<file path="config.mk">
export PLATFORM = sky130hd
export DESIGN_NAME = moore_seq_det_param
export DESIGN_NICKNAME = d
export VERILOG_FILES = /design/src/rtl/moore_seq_det_param.sv
export SDC_FILE = /design/constraint.sdc
export NUM_CORES = 1
export LEC_CHECK = 0
export CORE_UTILIZATION = 47
export CTS_CLUSTER_DIAMETER = 100
export DETAILED_ROUTE_END_ITERATION = 10
export GPL_ROUTABILITY_DRIVEN = 0
export PLACE_DENSITY_LB_ADDON = 0.25
export SKIP_CTS_REPAIR_TIMING = 1
export SYNTH_ARGS = -nofsm -noshare
export SYNTH_HDL_FRONTEND = slang
export SYNTH_SLANG_ARGS = --single-unit
</file>
<file path="constraint.sdc">
create_clock -name clk -period 1.8 [get_ports clk]
set_clock_uncertainty 0.15 [all_clocks]
set_input_delay 0.36 -clock clk [delete_from_list [all_inputs] [get_ports clk]]
set_output_delay 0.36 -clock clk [all_outputs]
set_load 0.01 [all_outputs]
</file>
<file path="src/rtl/moore_seq_det_param.sv">
// -----------------------------------------------------------------------------
// moore_seq_det_param
// Parametrised Moore serial sequence detector with a saturating match counter.
//
// The FSM state is the number of pattern bits currently matched (0..SEQ_LEN).
// State SEQ_LEN is the detect state DET. Next-state values come from a table
// that is built at elaboration with a KMP-style fallback. Because of this, a
// partial mismatch still keeps the longest prefix of the pattern that is
// already matched.
//
// Parameters
//   SEQ_LEN : pattern length N, 2..16
//   PATTERN : N-bit pattern, MSB is the first bit received
//   OVERLAP : 0 = restart from scratch after DET, 1 = reuse the pattern border
//   CNT_W   : match counter width, 1..32
//
// Ports
//   clk       : rising-edge clock
//   rst       : asynchronous active-low reset
//   s_in      : serial data bit, sampled when en=1
//   en        : sample enable; en=0 holds all state
//   clr_cnt   : synchronous clear of match_cnt (has priority over an increment)
//   s_out     : detect flag, high while the FSM is in DET
//   match_cnt : saturating count of detections
//   cs, ns    : current / next state (only present with SEQ_DET_DBG_EN)
//
// Optional feature macro: SEQ_DET_DBG_EN (exposes the cs and ns debug ports)
// -----------------------------------------------------------------------------
module moore_seq_det_param #(
    parameter int                 SEQ_LEN = 4,
    parameter logic [SEQ_LEN-1:0] PATTERN = 4'b0110,
    parameter bit                 OVERLAP = 1'b0,
    parameter int                 CNT_W   = 8
) (
    input  logic                        clk,
    input  logic                        rst,
    input  logic                        s_in,
    input  logic                        en,
    input  logic                        clr_cnt,
`ifdef SEQ_DET_DBG_EN
    output logic [$clog2(SEQ_LEN+1)-1:0] cs,
    output logic [$clog2(SEQ_LEN+1)-1:0] ns,
`endif
    output logic                        s_out,
    output logic [CNT_W-1:0]            match_cnt
);

    localparam int               SW      = $clog2(SEQ_LEN + 1);
    localparam logic [SW-1:0]    DET     = SW'(SEQ_LEN);
    localparam logic [CNT_W-1:0] CNT_MAX = {CNT_W{1'b1}};

    // Elaboration-time range checks
    if (SEQ_LEN < 2 || SEQ_LEN > 16) begin : g_bad_seq_len
        $error("moore_seq_det_param: SEQ_LEN must be in 2..16");
    end
    if (CNT_W < 1 || CNT_W > 32) begin : g_bad_cnt_w
        $error("moore_seq_det_param: CNT_W must be in 1..32");
    end

    // Pattern bit P[idx]. P[0] is the first bit received, which is PATTERN[N-1].
    function automatic logic p_bit(input int idx);
        logic [SEQ_LEN-1:0] sh;
        sh = PATTERN >> (SEQ_LEN - 1 - idx);
        return sh[0];
    endfunction

    // delta(k,b) is the length of the longest prefix of P that is also a
    // suffix of P[0..k-1] followed by b. The result is capped at N.
    function automatic int delta_f(input int k, input int b);
        int   best;
        int   pos;
        logic ok;
        logic xb;
        best = 0;
        for (int j = 1; j <= SEQ_LEN; j++) begin
            if (j <= k + 1) begin
                ok = 1'b1;
                for (int i = 0; i < SEQ_LEN; i++) begin
                    if (i < j) begin
                        pos = k + 1 - j + i;
                        if (pos == k) begin
                            xb = (b != 0);
                        end else begin
                            xb = p_bit(pos);
                        end
                        if (p_bit(i) != xb) begin
                            ok = 1'b0;
                        end
                    end
                end
                if (ok) begin
                    best = j;
                end
            end
        end
        return best;
    endfunction

    // Next-state table, indexed by {state, s_in}. Without overlap, the DET row
    // restarts as if it were state 0.
    logic [SW-1:0] nxt_tbl [0:2*SEQ_LEN+1];

    for (genvar k = 0; k <= SEQ_LEN; k++) begin : g_row
        for (genvar b = 0; b < 2; b++) begin : g_col
            localparam int NXT = (k == SEQ_LEN && !OVERLAP) ? delta_f(0, b)
                                                            : delta_f(k, b);
            assign nxt_tbl[2*k+b] = SW'(NXT);
        end
    end

    logic [SW-1:0]    state_q;
    logic [SW-1:0]    state_d;
    logic [CNT_W-1:0] cnt_q;
    logic [CNT_W-1:0] cnt_d;

    // State and counter registers
    always_ff @(posedge clk or negedge rst) begin
        if (!rst) begin
            state_q <= {SW{1'b0}};
            cnt_q   <= {CNT_W{1'b0}};
        end else begin
            state_q <= state_d;
            cnt_q   <= cnt_d;
        end
    end

    // Next-state and next-count logic
    always_comb begin
        state_d = state_q;
        cnt_d   = cnt_q;
        if (en) begin
            // An unreachable encoding above DET recovers to the idle state
            if (state_q <= DET) begin
                state_d = nxt_tbl[{state_q, s_in}];
            end else begin
                state_d = {SW{1'b0}};
            end
        end else begin
            state_d = state_q;
        end
        if (clr_cnt) begin
            cnt_d = {CNT_W{1'b0}};
        end else if (en && (state_d == DET) && (cnt_q != CNT_MAX)) begin
            cnt_d = cnt_q + CNT_W'(1);
        end else begin
            cnt_d = cnt_q;
        end
    end

    // Output decode from registered state only
    always_comb begin
        s_out     = (state_q == DET);
        match_cnt = cnt_q;
    end

`ifdef SEQ_DET_DBG_EN
    // Debug view of the FSM
    always_comb begin
        cs = state_q;
        ns = state_d;
    end
`endif

endmodule

</file>
==> impl_metrics.yaml <==
status:
  status: "finished clean"
placed_design:
  dp_cells: 98
  dp_hpwl_um: 970
  dp_slack_ns: -0.285
  io_buffers: 13
final_layout:
  utilization_pct: 75.2
  antenna_cells: 0
  synthToLayoutAreaGrowth_pct: 41.0
  instances_no_fill: 103
  regArea_um2: 279
  drive_above_1_share_pct: 25.8
  multi_input_area_um2: 327
  finalNetCount: 96
  nFillCells: 83
floorplan:
  rows: 12
  io_pins: 14
  coreArea_um2: 1160
  die_area_um2: 1460
  die_x_um: 38.2
  die-height_um: 38.2
  initial_core_util_pct: 53.4
route:
  via_per_inst: 6.00
  wl_per_cell_um: 14.2
  num_vias: 618
  drc_errors: 0
  drt-initial-drc-count: 17
  dr.pass1.iters: 7
  ant_nets: 0
  wirelength_mm: 1.46
cts:
  clockBufferDepth: 2
  htreeDepth: 1
  cts-root-buf: "clkbuf_4"
  cts_made_buffers: 3
  cts.sinks: 11
  path_clk_slew_ns: 0.07
  cts_tree: "yes"
  clock_latency_ns: 0.28
power:
  p_per_area_nw_per_um2: 733
  irDropWorstVdd_uv: 443
  leakage_nw: 0.390
yosys:
  ys_ff_latch: 11
  synth_cells: 66
  yosys.cell_types.count: 29
  ys_seq_area_share_pct: 44.6
  synth.avg_cell_area_um2: 9.35
  netlist_area_um2: 617
  syn_nets: 72
  yosysWarningCount: 0
global_route:
  grt_first_pass_wirelength_mm: 2.26
  grt_max_degree: 12
  grt_usage_pct: 23.5
  grt_overflow_total: 0
  grt_pass1_vias: 507
  antenna_found_initial: 0
timing:
  rsz0062_at_grt: "true"
  post-route-min-period_ns: 1.78
  relSlewSlack_pct: 66.3
  setup_ws_ns: 0.0189
  period_share_pct: 98.9
  finalHoldViolCount: 0
  slew_violations: 0
  worst_slew_pin_slew_ns: 0.504
  finalSetupViolCount: 0
  fmax_mhz: 561
flow_run:
  maxCapViolCount: 0
setup_path:
  cp.arrival_ns: 1.84
  start_kind: "input pin"
  cp-end-kind: "register"
  required_ns: 1.86
  rr_endpoint: "match_cnt[3]$_DFFE_PN0P_"
  critical_path_class: "input pin to register"
  worst-path-max-fanout: 10
  rrSetupSlack_ns: 0.09
  reg2regPathDepth: 5
  worstReg2RegStart: "match_cnt[0]$_DFFE_PN0P_"
hold_path:
  hp-class: "input pin to async pin"
[worst max path at each step]
stage                                         from                        to  slack, ns
after floorplan           match_cnt[0]$_DFFE_PN0P_  match_cnt[2]$_DFFE_PN0P_       0.15
after global placement                        s_in  match_cnt[6]$_DFFE_PN0P_      -0.26
after detailed placement                      s_in  match_cnt[2]$_DFFE_PN0P_      -0.28
after CTS                     state_q[2]$_DFF_PN0_                     s_out      -0.18
after global routing      match_cnt[0]$_DFFE_PN0P_  match_cnt[3]$_DFFE_PN0P_      -0.05
final                                         s_in  match_cnt[6]$_DFFE_PN0P_       0.02
[cell usage after synthesis, drive strengths merged]
library cell,n,area (µm²)
nand2,4,17.5
o41ai,3,26.3
and4bb,1,12.5
o32ai,1,8.76
nor2b,1,6.26
a311oi,1,8.76
inv,6,22.5
o21ai,4,20.0
o311ai,2,17.5
nor3b,1,7.51
nand3b,1,7.51
and2b,1,8.76
nor3,2,10.0
a41oi,1,8.76
or4,2,15.0
nand4,2,12.5
nor2,4,15.0
nand3,3,15.0
a21oi,7,35.0
buf,2,18.8
and2,1,7.51
a31oi,1,6.26
o31ai,1,7.51
ha,1,12.5
dfrtp,11,275
or3,1,6.26
a22oi,1,7.51
[kinds of logic (layout without fill, tap and decap cells)]
kind of cell / after synthesis / in the layout / synth area share, %
and+or+nand+nor: 24 / 24 / 22.9
AOI/OAI and AO/OA: 22 / 22 / 23.7
DFF: 11 / 11 / 44.6
buffers and inverters: 8 / 31 / 6.69
adders and majority gates: 1 / 1 / 2.03
[layout by cell type (no fill, tap or decap), types with 2 or more instances in the layout]
cell type,count
a21oi_1,6
buf_4,8
clkbuf_4,3
clkdlybuf4s50_1,10
dfrtp_1,8
dfrtp_2,3
dlymetal6s2s_1,3
inv_1,6
nand2_1,3
nand3_1,3
nand4_1,2
nor2_1,3
nor3_1,2
o21ai_0,4
o41ai_1,2
or4_4,2
[power by group]
| part | leakage (nW) | switching, mW | internal [mW] |
|---|---|---|---|
| sequential | 0.145 | 0.0272 | 0.273 |
| clock | 0.0150 | 0.0900 | 0.0862 |
| combinational | 0.230 | 0.0819 | 0.0794 |
[flip-flops by register name (all words and copies together), names as in the netlist]
name / cells
match_cnt: 8
state_q: 3
[metrics by stage]
stage	hold slack (ns)	cell area (µm²)	power [mW]	TNS, ns
2_1_floorplan	-0.0856	617	0.392	0
3_3_place_gp	0.357	798	0.449	-0.984
3_5_place_dp	0.362	798	0.459	-1.22
4_1_cts	0.296	825	0.631	-0.225
5_1_grt	0.309	870	0.670	-0.0580
6_report	0.265	870	0.638	0
[worst max-delay path, cell delays in order]
cell,delay (ns)
clkdlybuf4s50_1,0.42
and4bb_2,0.34
nand2_4,0.09
or4_4,0.48
a21oi_1,0.15
[routing by layer]
metal | global-route usage [%] | vias to the layer above | share of wire (%)
met4 | 13.4 | 0 | 1.6
li1 | - | 301 | -
met2 | 33.5 | 20 | 48
met1 | 30.3 | 293 | 46
met5 | 0 | - | 0
met3 | 8.72 | 4 | 4.9
[cell type report]
cell class | count | share of cell area, %
Multi-Input combinational cell | 47 | 37.6
Sequential cell | 11 | 32.1
Clock buffer | 4 | 3.02
Timing Repair Buffer | 21 | 22.7
Inverter | 6 | 2.59
Tap cell | 14 | 2.01
Power figures use the tool's default switching activity.
